===== src/rtl/bus_arbiter_if.sv =====
`default_nettype none
// ============================================================================
// Module   : bus_arbiter_if
// Purpose  : Request/grant and shared-bus status signals between the bus
//            masters and the round-robin bus arbiter.
// Revision : 1.0 - initial release
// ============================================================================
interface bus_arbiter_if #(
    parameter int NUM_MASTERS = 4
);
    localparam int c_OW_W = (NUM_MASTERS > 1) ? $clog2(NUM_MASTERS) : 1;

    logic [NUM_MASTERS-1:0] request;
    logic [NUM_MASTERS-1:0] granted;
    logic                   begin_transactionIN;
    logic                   end_transactionIN;
    logic                   data_validIN;
    logic                   errorIN;
    logic                   errorOUT;
    logic [c_OW_W-1:0]      bus_owner;
    logic                   bus_active;

    // Requester / bus side
    modport master (
        output request, begin_transactionIN, end_transactionIN, data_validIN, errorIN,
        input  granted, errorOUT, bus_owner, bus_active
    );

    // Arbiter side
    modport slave (
        input  request, begin_transactionIN, end_transactionIN, data_validIN, errorIN,
        output granted, errorOUT, bus_owner, bus_active
    );
endinterface
`default_nettype wire


===== src/rtl/bus_arbiter.sv =====
`default_nettype none
// ============================================================================
// Module   : bus_arbiter
// Purpose  : Round-robin arbiter for the shared bus; holds a grant for a whole
//            transaction, withdraws unused grants and aborts hung transfers.
// Revision : 1.0 - initial release
// ============================================================================
module bus_arbiter #(
    parameter int NUM_MASTERS     = 4,
    parameter int BEGIN_TIMEOUT   = 4,
    parameter int WATCHDOG_CYCLES = 256
) (
    input  wire logic    clock,
    input  wire logic    reset,
    bus_arbiter_if.slave bus
);
    localparam int c_OW_W = (NUM_MASTERS > 1)     ? $clog2(NUM_MASTERS)     : 1;
    localparam int c_BC_W = (BEGIN_TIMEOUT > 1)   ? $clog2(BEGIN_TIMEOUT)   : 1;
    localparam int c_WD_W = (WATCHDOG_CYCLES > 1) ? $clog2(WATCHDOG_CYCLES) : 1;

    localparam logic [c_BC_W-1:0]      c_BC_MAX   = c_BC_W'(BEGIN_TIMEOUT - 1);
    localparam logic [c_WD_W-1:0]      c_WD_MAX   = c_WD_W'(WATCHDOG_CYCLES - 1);
    localparam logic [c_OW_W-1:0]      c_LAST_RST = c_OW_W'(NUM_MASTERS - 1);
    localparam logic [NUM_MASTERS-1:0] c_ONE      = {{(NUM_MASTERS-1){1'b0}}, 1'b1};

    localparam logic [1:0] c_ST_IDLE   = 2'd0;
    localparam logic [1:0] c_ST_GRANT  = 2'd1;
    localparam logic [1:0] c_ST_ACTIVE = 2'd2;
    localparam logic [1:0] c_ST_ERROR  = 2'd3;

    logic [1:0]             r_state;
    logic [NUM_MASTERS-1:0] r_granted;
    logic [c_OW_W-1:0]      r_bus_owner;
    logic [c_OW_W-1:0]      r_last_owner;
    logic                   r_bus_active;
    logic                   r_error_out;
    logic [c_BC_W-1:0]      r_begin_cnt;
    logic [c_WD_W-1:0]      r_wd_cnt;

    logic [c_OW_W-1:0]      w_sel;
    int                     w_best;
    logic                   w_to_idle;

    // Pick the requester with the smallest distance above the last owner
    always_comb begin
        w_sel  = '0;
        w_best = NUM_MASTERS;
        for (int i = 0; i < NUM_MASTERS; i++) begin
            if (bus.request[i] &&
                (((i + NUM_MASTERS - 1 - int'(r_last_owner)) % NUM_MASTERS) < w_best)) begin
                w_best = (i + NUM_MASTERS - 1 - int'(r_last_owner)) % NUM_MASTERS;
                w_sel  = c_OW_W'(i);
            end
        end
    end

    // errorIN outranks every other transition; end beats watchdog expiry
    always_comb begin
        w_to_idle = 1'b0;
        case (r_state)
            c_ST_IDLE:   w_to_idle = 1'b0;
            c_ST_GRANT:  w_to_idle = bus.errorIN ||
                                     (!bus.begin_transactionIN && (r_begin_cnt >= c_BC_MAX));
            c_ST_ACTIVE: w_to_idle = bus.errorIN || bus.end_transactionIN;
            default:     w_to_idle = 1'b1;
        endcase
    end

    always_ff @(posedge clock or negedge reset) begin
        if (!reset) begin
            r_state      <= c_ST_IDLE;
            r_granted    <= '0;
            r_bus_owner  <= '0;
            r_last_owner <= c_LAST_RST;
            r_bus_active <= 1'b0;
            r_error_out  <= 1'b0;
            r_begin_cnt  <= '0;
            r_wd_cnt     <= '0;
        end else if (w_to_idle) begin
            r_state      <= c_ST_IDLE;
            r_granted    <= '0;
            r_bus_owner  <= '0;
            r_bus_active <= 1'b0;
            r_error_out  <= 1'b0;
        end else begin
            r_error_out <= 1'b0;
            case (r_state)
                c_ST_IDLE: begin
                    if (|bus.request) begin
                        r_state      <= c_ST_GRANT;
                        r_granted    <= c_ONE << w_sel;
                        r_bus_owner  <= w_sel;
                        r_last_owner <= w_sel;
                        r_bus_active <= 1'b1;
                        r_begin_cnt  <= '0;
                    end
                end
                c_ST_GRANT: begin
                    if (bus.begin_transactionIN) begin
                        r_state  <= c_ST_ACTIVE;
                        r_wd_cnt <= '0;
                    end else begin
                        r_begin_cnt <= r_begin_cnt + 1'b1;
                    end
                end
                c_ST_ACTIVE: begin
                    if (bus.data_validIN) begin
                        r_wd_cnt <= '0;
                    end else if (r_wd_cnt >= c_WD_MAX) begin
                        r_state      <= c_ST_ERROR;
                        r_error_out  <= 1'b1;
                        r_bus_active <= 1'b0;
                    end else begin
                        r_wd_cnt <= r_wd_cnt + 1'b1;
                    end
                end
                default: ;
            endcase
        end
    end

    assign bus.granted    = r_granted;
    assign bus.bus_owner  = r_bus_owner;
    assign bus.bus_active = r_bus_active;
    assign bus.errorOUT   = r_error_out;

endmodule
`default_nettype wire

===== src/flat_wrapper.sv =====
// flat-port wrapper written by rule: the top's interface ports become plain ports
module bus_arbiter_flat 
#(
    parameter int NUM_MASTERS     = 4,
    parameter int BEGIN_TIMEOUT   = 4,
    parameter int WATCHDOG_CYCLES = 256
)
  (clock, reset, bus_request, bus_begin_transactionIN, bus_end_transactionIN, bus_data_validIN, bus_errorIN, bus_granted, bus_errorOUT, bus_bus_owner, bus_bus_active);
  bus_arbiter_if #(.NUM_MASTERS(NUM_MASTERS)) bus_i ();
  input  wire logic clock;
  input  wire logic reset;
  input wire logic [$bits(bus_i.request)-1:0] bus_request;
  input wire logic [$bits(bus_i.begin_transactionIN)-1:0] bus_begin_transactionIN;
  input wire logic [$bits(bus_i.end_transactionIN)-1:0] bus_end_transactionIN;
  input wire logic [$bits(bus_i.data_validIN)-1:0] bus_data_validIN;
  input wire logic [$bits(bus_i.errorIN)-1:0] bus_errorIN;
  output wire logic [$bits(bus_i.granted)-1:0] bus_granted;
  output wire logic [$bits(bus_i.errorOUT)-1:0] bus_errorOUT;
  output wire logic [$bits(bus_i.bus_owner)-1:0] bus_bus_owner;
  output wire logic [$bits(bus_i.bus_active)-1:0] bus_bus_active;
  assign bus_i.request = bus_request;
  assign bus_i.begin_transactionIN = bus_begin_transactionIN;
  assign bus_i.end_transactionIN = bus_end_transactionIN;
  assign bus_i.data_validIN = bus_data_validIN;
  assign bus_i.errorIN = bus_errorIN;
  assign bus_granted = bus_i.granted;
  assign bus_errorOUT = bus_i.errorOUT;
  assign bus_bus_owner = bus_i.bus_owner;
  assign bus_bus_active = bus_i.bus_active;
  bus_arbiter #(.NUM_MASTERS(NUM_MASTERS), .BEGIN_TIMEOUT(BEGIN_TIMEOUT), .WATCHDOG_CYCLES(WATCHDOG_CYCLES)) u_core (.clock(clock), .reset(reset), .bus(bus_i));
endmodule

===== config.mk =====
export PLATFORM = sky130hd
export DESIGN_NAME = bus_arbiter_flat
export DESIGN_NICKNAME = d
export VERILOG_FILES = /design/src/rtl/bus_arbiter_if.sv /design/src/rtl/bus_arbiter.sv /design/src/flat_wrapper.sv
export SDC_FILE = /design/constraint.sdc
export NUM_CORES = 1
export LEC_CHECK = 0
export ABC_AREA = 1
export CAP_MARGIN = 30
export CORE_ASPECT_RATIO = 1.75
export CORE_MARGIN = 2
export CORE_UTILIZATION = 35
export DETAILED_ROUTE_END_ITERATION = 10
export SYNTH_ARGS = -nofsm -noshare
export SYNTH_HDL_FRONTEND = slang
export SYNTH_SLANG_ARGS = --single-unit

===== constraint.sdc =====
create_clock -name clock -period 3.9 [get_ports clock]
set_input_delay 0.78 -clock clock [delete_from_list [all_inputs] [get_ports clock]]
set_output_delay 0.78 -clock clock [all_outputs]
set_load 0.03 [all_outputs]

==> metrics.md <==
| Metric | Value |
|---|---|
| Worst Path Required | `4060 ps` |
| Critical path's slowest cell | `clkdlybuf4s50_1` |
| Commonest non-fill, non-tap cell in the layout | `nand2_1` |
| # IOs | `18` |
| FP Rows | `30` |
| GPL Wtd Cong | `0.742` |
| Pleak | `0.858 nW` |
| Synth area leader | `dfrtp_1` |
| Final Hold Fails | `0` |
| Max incr delay on CP | `540 ps` |
| CTS tree | `built` |
| DRC Markers | `0` |
| Vias in the first global route | `1268` |
| Min cycle time layout | `3530 ps` |
| Finished Cell Area | `0.00172 mm²` |
| Core Region | `0.00387 mm²` |
| Cell breakdown of the critical path | `clkdlybuf4s50_1 > nand2_1 > ha_1 > nand3_1 > nand3_1 > nand2_1 > o21ai_1 > ha_1 > inv_1 > nor2_1 > nand2_1 > nand3_2 > o21ai_0 > ha_1 > o21a_1 > nand2_1 > nand3_1 > nand4_1 > nand2_1` |
| Synthesized flop and latch total | `22` |
| Top cells by area, synth | `dfrtp_1 (36%), nand2_1 (15%), ha_1 (8.0%)` |
| Share of cells above drive strength 1 | `9.09%` |
| Post-synth top area share | `35.7%` |
| Status | `completed` |
| Chip width | `51.8 µm` |
| CTS sink count | `22` |
| First drt pass iteration count | `4` |
| Initial Util | `36.2%` |
| Initial DRC Count | `15` |
| Port buffer count | `17` |
| Clock skew | `1.26 ps` |
| Post-CTS Setup Inserts | `0` |
| Most frequently used flop master after synthesis | `dfrtp_1` |
| Clk slew on worst S/H paths | `80 ps` |
| Avg Synthesized Cell Area | `7.49 µm²` |
| Fin cells | `257` |
| Path type of the worst setup path | `in2reg` |
| Final WS setup | `369 ps` |
| Setup TNS Final | `0 ps` |
| CTS Buffer Depth | `2` |
| Clock Latency Late Sink | `270 ps` |
| Placed insts | `253` |
| Pwr Total | `1.21 mW` |
| Post-DP HPWL | `2390 µm` |
| Max VDD drop | `0.298 mV` |
| Pre-CTS setup slack | `19.5 ps` |
| Post-synthesis sequential area ratio | `39.5%` |
| Area growth syn-to-layout | `22.5%` |
| CP most frequent cell | `nand2_1` |
| Fmax | `283 MHz` |
| Largest net degree at the start of global routing | `14` |
| Core Util, Final | `44.4%` |
| RSZ-0062 raised after global routing | `no` |
| Syn Nets | `206` |
| Most frequent cells in the layout | `nand2_1 (57), inv_1 (27), dfrtp_1 (20)` |
| Synth cell types | `27` |
| Die extent in y | `87.7 µm` |
| CP Data Arrival Time | `3690 ps` |
| Routed wire length | `2980 µm` |
| Routed vias/inst | `4.73` |
| CP endpoint kind | `flip-flop` |
| First-pass GRT wire length | `5300 µm` |
| Hold Path Class | `reg2reg` |
| Final Cycle Share | `90.5%` |
| Max Slew Vio Count | `0` |
| Congestion Overflow GR | `0` |
| Ys async rst share | `100%` |
| Filler cell count | `399` |
| Hold_ws | `488 ps` |
| Post-CTS Resized | `0` |
| Worst-margin pin slew | `526 ps` |
| H-tree Lvls | `1` |
| Hold Path Depth | `2` |
| Wire per inst | `11.6 µm` |
| Startpoint types | `input pin` |
| Post-synth EDFFs | `0` |
| Area of placed instances | `0.00164 mm²` |
| PwrDens | `707 mW/mm²` |
| Mapped Area | `0.00140 mm²` |
| TritonCTS Buffers | `3` |
| Antenna-violating nets left | `0` |
| Relative slew margins | `64.8%` |
| Die Area | `0.00454 mm²` |
| Hold Buf Count CTS | `0` |
| Fin nets | `229` |
| Mapped Cells | `187` |
| Crit-path max FO | `6` |
| Root Driver | `clkbuf_8` |
| Final setup fails | `0` |
| Yosys warns | `0` |
| Antenna violations before repair | `0` |
| Total track usage | `15.5%` |
| Worst reg2reg path depth | `18` |
| Diode count | `0` |
| Via count | `1215` |
| Maxcap violations | `0` |
per-layer routing:
| metal | GRT usage (%) | vias up | share of wire (%) |
|---|---|---|---|
| met2 | 29.5 | 19 | 55 |
| met3 | 1.54 | 5 | 2.2 |
| met5 | 0 | - | 0 |
| li1 | - | 642 | - |
| met4 | 7.66 | 0 | 2.1 |
| met1 | 16.3 | 549 | 41 |
Yosys cell counts (2+ instances only):
cell / count
inv_1: 27
nand4_1: 6
xor2_1: 4
o21a_1: 2
dfstp_2: 2
nand3_1: 11
nor2_1: 10
dfrtp_1: 20
a21oi_1: 3
nor3_1: 5
o21ai_0: 11
or2_0: 2
inv_2: 2
nand2_2: 2
nand2_1: 57
nor2_2: 2
ha_1: 9
o21ai_1: 3
area by class of cell:
class	count	area, µm²	share of cell area (%)
Multi-Input combinational cell	134	722	42.1
Inverter	29	109	6.35
Tap cell	48	60.1	3.50
Sequential cell	22	553	32.2
Clock inverter	1	30.0	1.75
Timing Repair Buffer	20	200	11.7
Clock buffer	3	41.3	2.41
power by group:
part           switching [mW]  internal [mW]  total, mW  leakage (nW)
clock network          0.0789          0.137      0.216        0.0357
registers              0.0433          0.297      0.340         0.292
logic                   0.411          0.244      0.656         0.530
total                   0.534          0.678       1.21         0.858
worst max-delay path: cells and delay by family:
family | cells | cell delay, ps
buf+inv | 2 | 600
compound gates | 3 | 390
fa+ha+maj | 3 | 820
simple gates | 11 | 1100
worst paths after layout:
| kind | from | slack (ps) | to |
|---|---|---|---|
| hold reg to reg | u_core.bus.bus_owner[1] | 490 | u_core.bus.bus_owner[1] |
| max in group asynchronous | reset | 2590 | u_core.bus.bus_owner[1] |
| setup / recovery | bus_request[0] | 370 | u_core.bus.granted[2] |
| setup reg to reg | u_core.r_last_owner[1] | 670 | u_core.bus.granted[2] |
| hold / removal | u_core.bus.bus_owner[1] | 490 | u_core.bus.bus_owner[1] |
| min in group asynchronous | reset | 850 | u_core.r_wd_cnt[0] |
cells by family (layout without fill, tap and decap cells):
kind of cell / count (synthesis) / after routing / synth area share, %
and+or+nand+nor: 98 / 98 / 31.6
buffers and inverters: 31 / 53 / 8.94
AOI/OAI and AO/OA: 23 / 23 / 9.38
DFF: 22 / 22 / 39.5
adders and majority gates: 9 / 9 / 8.04
xor gates and xnor gates: 4 / 4 / 2.50
sequential cells by signal, summed over array words and instances, names as in the netlist:
name	count
u_core.bus.errorOUT	1
u_core.r_wd_cnt	8
u_core.bus.bus_active	1
u_core.bus.bus_owner	2
u_core.r_state	2
u_core.bus.granted	4
u_core.r_last_owner	2
u_core.r_begin_cnt	2
No activity file was read; power rests on OpenSTA's default activity.
